**config.mk**
```make
export PLATFORM = sky130hd
export DESIGN_NAME = arb_grant_ctrl
export DESIGN_NICKNAME = d
export VERILOG_FILES = /design/src/rtl/arb_grant_ctrl.sv
export SDC_FILE = /design/constraint.sdc
export NUM_CORES = 1
export LEC_CHECK = 0
export ABC_AREA = 1
export BUFFER_PORTS_ARGS = -buffer_cell sky130_fd_sc_hd__buf_2
export CAP_MARGIN = 20
export CORE_ASPECT_RATIO = 0.8
export CORE_MARGIN = 2
export CORE_UTILIZATION = 47
export DETAILED_ROUTE_END_ITERATION = 10
export MAX_ROUTING_LAYER = met4
export PLACE_DENSITY_LB_ADDON = 0.3
export SYNTH_ARGS = -nofsm -noshare
export SYNTH_HDL_FRONTEND = slang
export SYNTH_SLANG_ARGS = --single-unit
```
**constraint.sdc**
```tcl
create_clock -name clk -period 1.4 [get_ports clk]
set_input_delay 0.35 -clock clk [delete_from_list [all_inputs] [get_ports clk]]
set_output_delay 0.35 -clock clk [all_outputs]
set_load 0.01 [all_outputs]
```
**src/rtl/arb_grant_ctrl.sv**
```systemverilog
// Registered N-way grant controller: highest-index-first arbitration, frozen grant
// until release/withdrawal/hold timeout, one dead GAP cycle. Define ARB_RR_EN for round-robin.
module arb_grant_ctrl #(
  parameter int N        = 8,
  parameter int IDXW     = 3,
  parameter int MAX_HOLD = 15,
  parameter int HOLDW    = 4
) (
  input  logic            clk,
  input  logic            rst_n,
  input  logic [N-1:0]    req,
  input  logic            done,
  output logic [N-1:0]    gnt,
  output logic [IDXW-1:0] gnt_idx,
  output logic            gnt_vld,
  output logic            timeout
);

  typedef enum logic [1:0] {IDLE, GNT, GAP} state_t;

  localparam logic [HOLDW-1:0] HOLD_LAST = HOLDW'((MAX_HOLD == 0) ? 0 : MAX_HOLD - 1);

  state_t            state_q;
  logic [N-1:0]      gnt_q;
  logic [IDXW-1:0]   gnt_idx_q;
  logic              gnt_vld_q;
  logic              timeout_q;
  logic [HOLDW-1:0]  cnt_q;

  logic [IDXW-1:0]   win_idx;
  logic              owner_rel;
  logic              hold_exp;

  function automatic logic [IDXW-1:0] hi_idx(input logic [N-1:0] v);
    hi_idx = '0;
    for (int i = 0; i < N; i++) begin
      if (v[i]) hi_idx = IDXW'(i);
    end
  endfunction

`ifdef ARB_RR_EN
  logic [IDXW-1:0] ptr_q;
  logic [N-1:0]    rr_mask;
  logic [N-1:0]    req_lo;

  // Requesters below the last winner get first chance; fall back to the full set.
  always_comb begin
    rr_mask = '0;
    for (int i = 0; i < N; i++) begin
      if (IDXW'(i) < ptr_q) rr_mask[i] = 1'b1;
    end
    req_lo  = req & rr_mask;
    win_idx = (|req_lo) ? hi_idx(req_lo) : hi_idx(req);
  end
`else
  assign win_idx = hi_idx(req);
`endif

  assign owner_rel = done | ~req[gnt_idx_q];
  assign hold_exp  = (MAX_HOLD != 0) && (cnt_q == HOLD_LAST);

  always_ff @(posedge clk or negedge rst_n) begin
    if (!rst_n) begin
      state_q   <= IDLE;
      gnt_q     <= '0;
      gnt_idx_q <= '0;
      gnt_vld_q <= 1'b0;
      timeout_q <= 1'b0;
      cnt_q     <= '0;
`ifdef ARB_RR_EN
      ptr_q     <= '0;
`endif
    end else begin
      timeout_q <= 1'b0;
      case (state_q)
        IDLE: begin
          if (|req) begin
            gnt_q     <= {{(N-1){1'b0}}, 1'b1} << win_idx;
            gnt_idx_q <= win_idx;
            gnt_vld_q <= 1'b1;
            cnt_q     <= '0;
            state_q   <= GNT;
`ifdef ARB_RR_EN
            ptr_q     <= win_idx;
`endif
          end
        end
        GNT: begin
          // A normal release outranks the hold limit in the same cycle.
          if (owner_rel || hold_exp) begin
            gnt_q     <= '0;
            gnt_idx_q <= '0;
            gnt_vld_q <= 1'b0;
            timeout_q <= ~owner_rel;
            state_q   <= GAP;
          end else if (cnt_q != HOLD_LAST) begin
            cnt_q <= cnt_q + HOLDW'(1);
          end
        end
        GAP:     state_q <= IDLE;
        default: state_q <= IDLE;
      endcase
    end
  end

  assign gnt     = gnt_q;
  assign gnt_idx = gnt_idx_q;
  assign gnt_vld = gnt_vld_q;
  assign timeout = timeout_q;

endmodule
```
==> summary.md <==
| Metric | Value |
|---|---|
| Number of fill cells | 188 |
| Initial antenna violation count | 0 |
| Starting density of the core | 0.489 |
| Worst skew pair latency | 0.29 ns |
| Cell count after synthesis | 136 |
| Post-synthesis net count | 149 |
| Fmax | 702 MHz |
| Post-synth cell types | 20 |
| Power per unit of standard cell area | 1550 mW/mm² |
| Wirelength per Cell | 11.2 µm |
| Row count | 15 |
| Yosys warning total | 0 |
| # H-tree levels | 1 |
| Synthesis-to-finish area growth | 30.4% |
| Worst IR Drop VDD | 1050 µV |
| Via-to-Cell Ratio | 5.00 |
| Cell seen most often among critical-path stages | sky130_fd_sc_hd__nand2_1 |
| Worst EP arrival | 1.62 ns |
| Leak Pwr | 0.782 nW |
| CP Class | register to register |
| Slew of the pin with the lowest slew margin | 0.410 ns |
| Kind of capture point of the worst setup path | register |
| Share of the clock period used by the worst path | 1.02 |
| Number of buffers added for setup after CTS | 0 |
| Number of register bits inferred by synthesis | 19 |
| CTS Root Buffer Type | sky130_fd_sc_hd__clkbuf_4 |
| Largest clock skew in the final design | 0.000534 ns |
| Clock Pin Slew Worst Setup and Hold Paths | 0.10 ns |
| RSZ-0062 raised after global routing | true |
| Minimum period implied by the final worst setup slack | 1.43 ns |
| Minimum setup slack after placement | -0.0946 ns |
| Net count, final | 191 |
| CTS tree | done |
| Part of the Yosys area used for sequential elements | 0.458 |
| Cell area after synthesis | 0.00104 mm² |
| Buffers from clock root to sink, at most | 2 |
| Number of maximum-capacitance violations | 0 |
| Type of the most critical hold path | input pin to register |
| Number of sinks on the clock net | 19 |
| Final core area utilization | 0.638 |
| Global-route wire length before repair | 3770 µm |
| Pin count of the biggest net entering global routing | 20 |
| Count of placed standard cells including taps | 196 |
| PnR worst setup slack | -0.0251 ns |
| Cell-by-cell trace of the critical path | inv_2 -> nand2_1 -> nand3_1 -> nand2_1 -> nand2_1 -> nand2_2 -> nand4_4 -> nand3_2 -> nand2_1 -> nand2_1 |
| Number of inserted diodes | 0 |
| Top Ports | 24 |
| Via count of the first global-routing pass | 958 |
| Remaining design rule violation count | 0 |
| Slowest stage cell on the critical path | sky130_fd_sc_hd__dfrtp_2 |
| Mean post-synth cell area | 7.63 µm² |
| Layout cells sized above 1 | 0.322 |
| Die Ht | 46.0 µm |
| Grt ovf | 0 |
| Placeable core region | 0.00212 mm² |
| R2R Setup Slk | -0.03 ns |
| Kind of start point of the critical path | register |
| Crit path max fanout | 7 |
| Final Instance Count excl. Fillers | 202 |
| Final Hold Viols | 0 |
| Largest stage delay on the critical path | 0.47 ns |
| Number of CTS-inserted buffers | 3 |
| Required time at the endpoint of the critical path | 1.59 ns |
| DR vias | 1,009 |
| Horizontal extent of the die | 56.5 µm |
| Count of antenna-violating nets left after detailed routing | 0 |
| Die ar. | 0.00260 mm² |
| Total length of routed wires | 2260 µm |
| Final total negative setup slack | -0.0765 ns |
| Final max-slew violation count | 0 |
| Number of input and output port buffers inserted | 23 |
| Global-route usage over all layers | 0.195 |
| Violations in the final reports | negative setup slack |
| Gpl congestion | 0.834 |
| Total setup violations reported at the end of the flow | 9 |
| Initial DRC count | 29 |
| Outcome | finished, violations left |
| DRT Pass-1 Iters | 4 |
| Max_slew headroom | 0.726 |
| Final HPWL DP | 1720 µm |
Yosys cell counts (all sizes together):
cell type,number,area (µm²)
xor2,1,8.76
a31oi,1,6.26
nand2,52,198
xnor2,1,8.76
o21ai,6,33.8
ha,2,25.0
or2,1,6.26
dfrtp,19,475
nand4,8,65.1
buf,2,22.5
nand3,15,80.1
inv,18,67.6
nor3,2,10.0
nor2,8,30.0
per-layer routing:
layer,share of wire,track usage,vias to the layer above
met3,0.048,0.0653,2
met4,0.0071,0.0429,0
met2,0.46,0.323,22
met5,0,-,-
met1,0.48,0.235,461
li1,-,-,524
cells in the final DEF (no fill, tap or decap):
cell type | synthesis | final
sky130_fd_sc_hd__a31oi_1 | 1 | 1
sky130_fd_sc_hd__o21ai_1 | 2 | 3
sky130_fd_sc_hd__nor2_2 | 0 | 1
sky130_fd_sc_hd__nor2_1 | 8 | 7
sky130_fd_sc_hd__dfrtp_2 | 0 | 1
sky130_fd_sc_hd__nand3_4 | 0 | 1
sky130_fd_sc_hd__dfrtp_1 | 19 | 18
sky130_fd_sc_hd__nand3_2 | 1 | 3
sky130_fd_sc_hd__inv_2 | 1 | 1
sky130_fd_sc_hd__o21ai_0 | 3 | 2
sky130_fd_sc_hd__inv_1 | 17 | 17
sky130_fd_sc_hd__nor3_1 | 2 | 2
sky130_fd_sc_hd__dlygate4sd3_1 | 0 | 1
sky130_fd_sc_hd__o21ai_2 | 1 | 1
sky130_fd_sc_hd__xnor2_1 | 1 | 1
sky130_fd_sc_hd__or2_2 | 1 | 1
sky130_fd_sc_hd__clkbuf_1 | 0 | 1
sky130_fd_sc_hd__clkbuf_4 | 0 | 3
sky130_fd_sc_hd__ha_1 | 2 | 2
sky130_fd_sc_hd__nand2_1 | 51 | 45
sky130_fd_sc_hd__xor2_1 | 1 | 1
sky130_fd_sc_hd__buf_2 | 0 | 23
sky130_fd_sc_hd__nand3_1 | 14 | 12
sky130_fd_sc_hd__nand4_1 | 7 | 7
sky130_fd_sc_hd__nand2_2 | 1 | 7
sky130_fd_sc_hd__buf_6 | 2 | 1
sky130_fd_sc_hd__buf_4 | 0 | 13
sky130_fd_sc_hd__nand4_4 | 1 | 1
cell families after synthesis:
family / share of synthesized area
AND/OR/NAND/NOR: 0.375
buffers and inverters: 0.0868
flip-flops: 0.458
AO/OA/AOI/OAI: 0.0386
XOR/XNOR: 0.0169
adder cells (fa/ha/maj): 0.0241
stage by stage:
step           hold slack [ns]  instance area [µm²]  total power [mW]
2_1_floorplan           0.0544                 1040              1.40
3_3_place_gp             0.296                 1270              1.71
3_5_place_dp             0.310                 1270              1.73
4_1_cts                  0.335                 1320              2.03
5_1_grt                  0.342                 1350              2.28
6_report                 0.339                 1350              2.10
worst max-delay path: cells and delay by family (launching register included):
family	cells	cell delay, ns
buffers and inverters	1	0.10
and+or+nand+nor	9	0.76
DFF	1	0.47
worst paths after layout:
kind	cells past startpoint	endpoint	from
min	4	timeout	done
max reg2reg	10	gnt_idx[1]	gnt_idx[0]
min reg2reg	2	gnt[0]	gnt[0]
max in group asynchronous	2	gnt_idx[0]	rst_n
min in group asynchronous	2	gnt[7]	rst_n
max	10	gnt_idx[1]	gnt_idx[0]
final cells by class:
| cell class | instances | area, µm² | share of cell area |
|---|---|---|---|
| Timing Repair Buffer | 38 | 234 | 0.173 |
| Inverter | 18 | 67.6 | 0.0500 |
| Clock buffer | 4 | 26.3 | 0.0194 |
| Sequential cell | 19 | 477 | 0.352 |
| Multi-Input combinational cell | 98 | 517 | 0.382 |
| Tap cell | 25 | 31.3 | 0.0231 |
registers in the layout, indices dropped and copies added (netlist names):
register / count
timeout: 1
cnt_q: 4
gnt_vld: 1
gnt_idx: 3
gnt: 8
state_q: 2
power breakdown:
part	internal, mW	total, mW	switching [mW]
logic	0.416	1.03	0.617
clock network	0.111	0.267	0.156
registers	0.685	0.801	0.116
total	1.21	2.10	0.888
repair_timing:
action | in CTS | in global routing
resized for setup | 4 | 9
gates cloned | 0 | 1
hold endpoints to repair | 19 | 0
hold buffers | 1 | 0
setup endpoints to repair | 16 | 16
pin swaps | 0 | 1
Power figures use the tool's default switching activity.
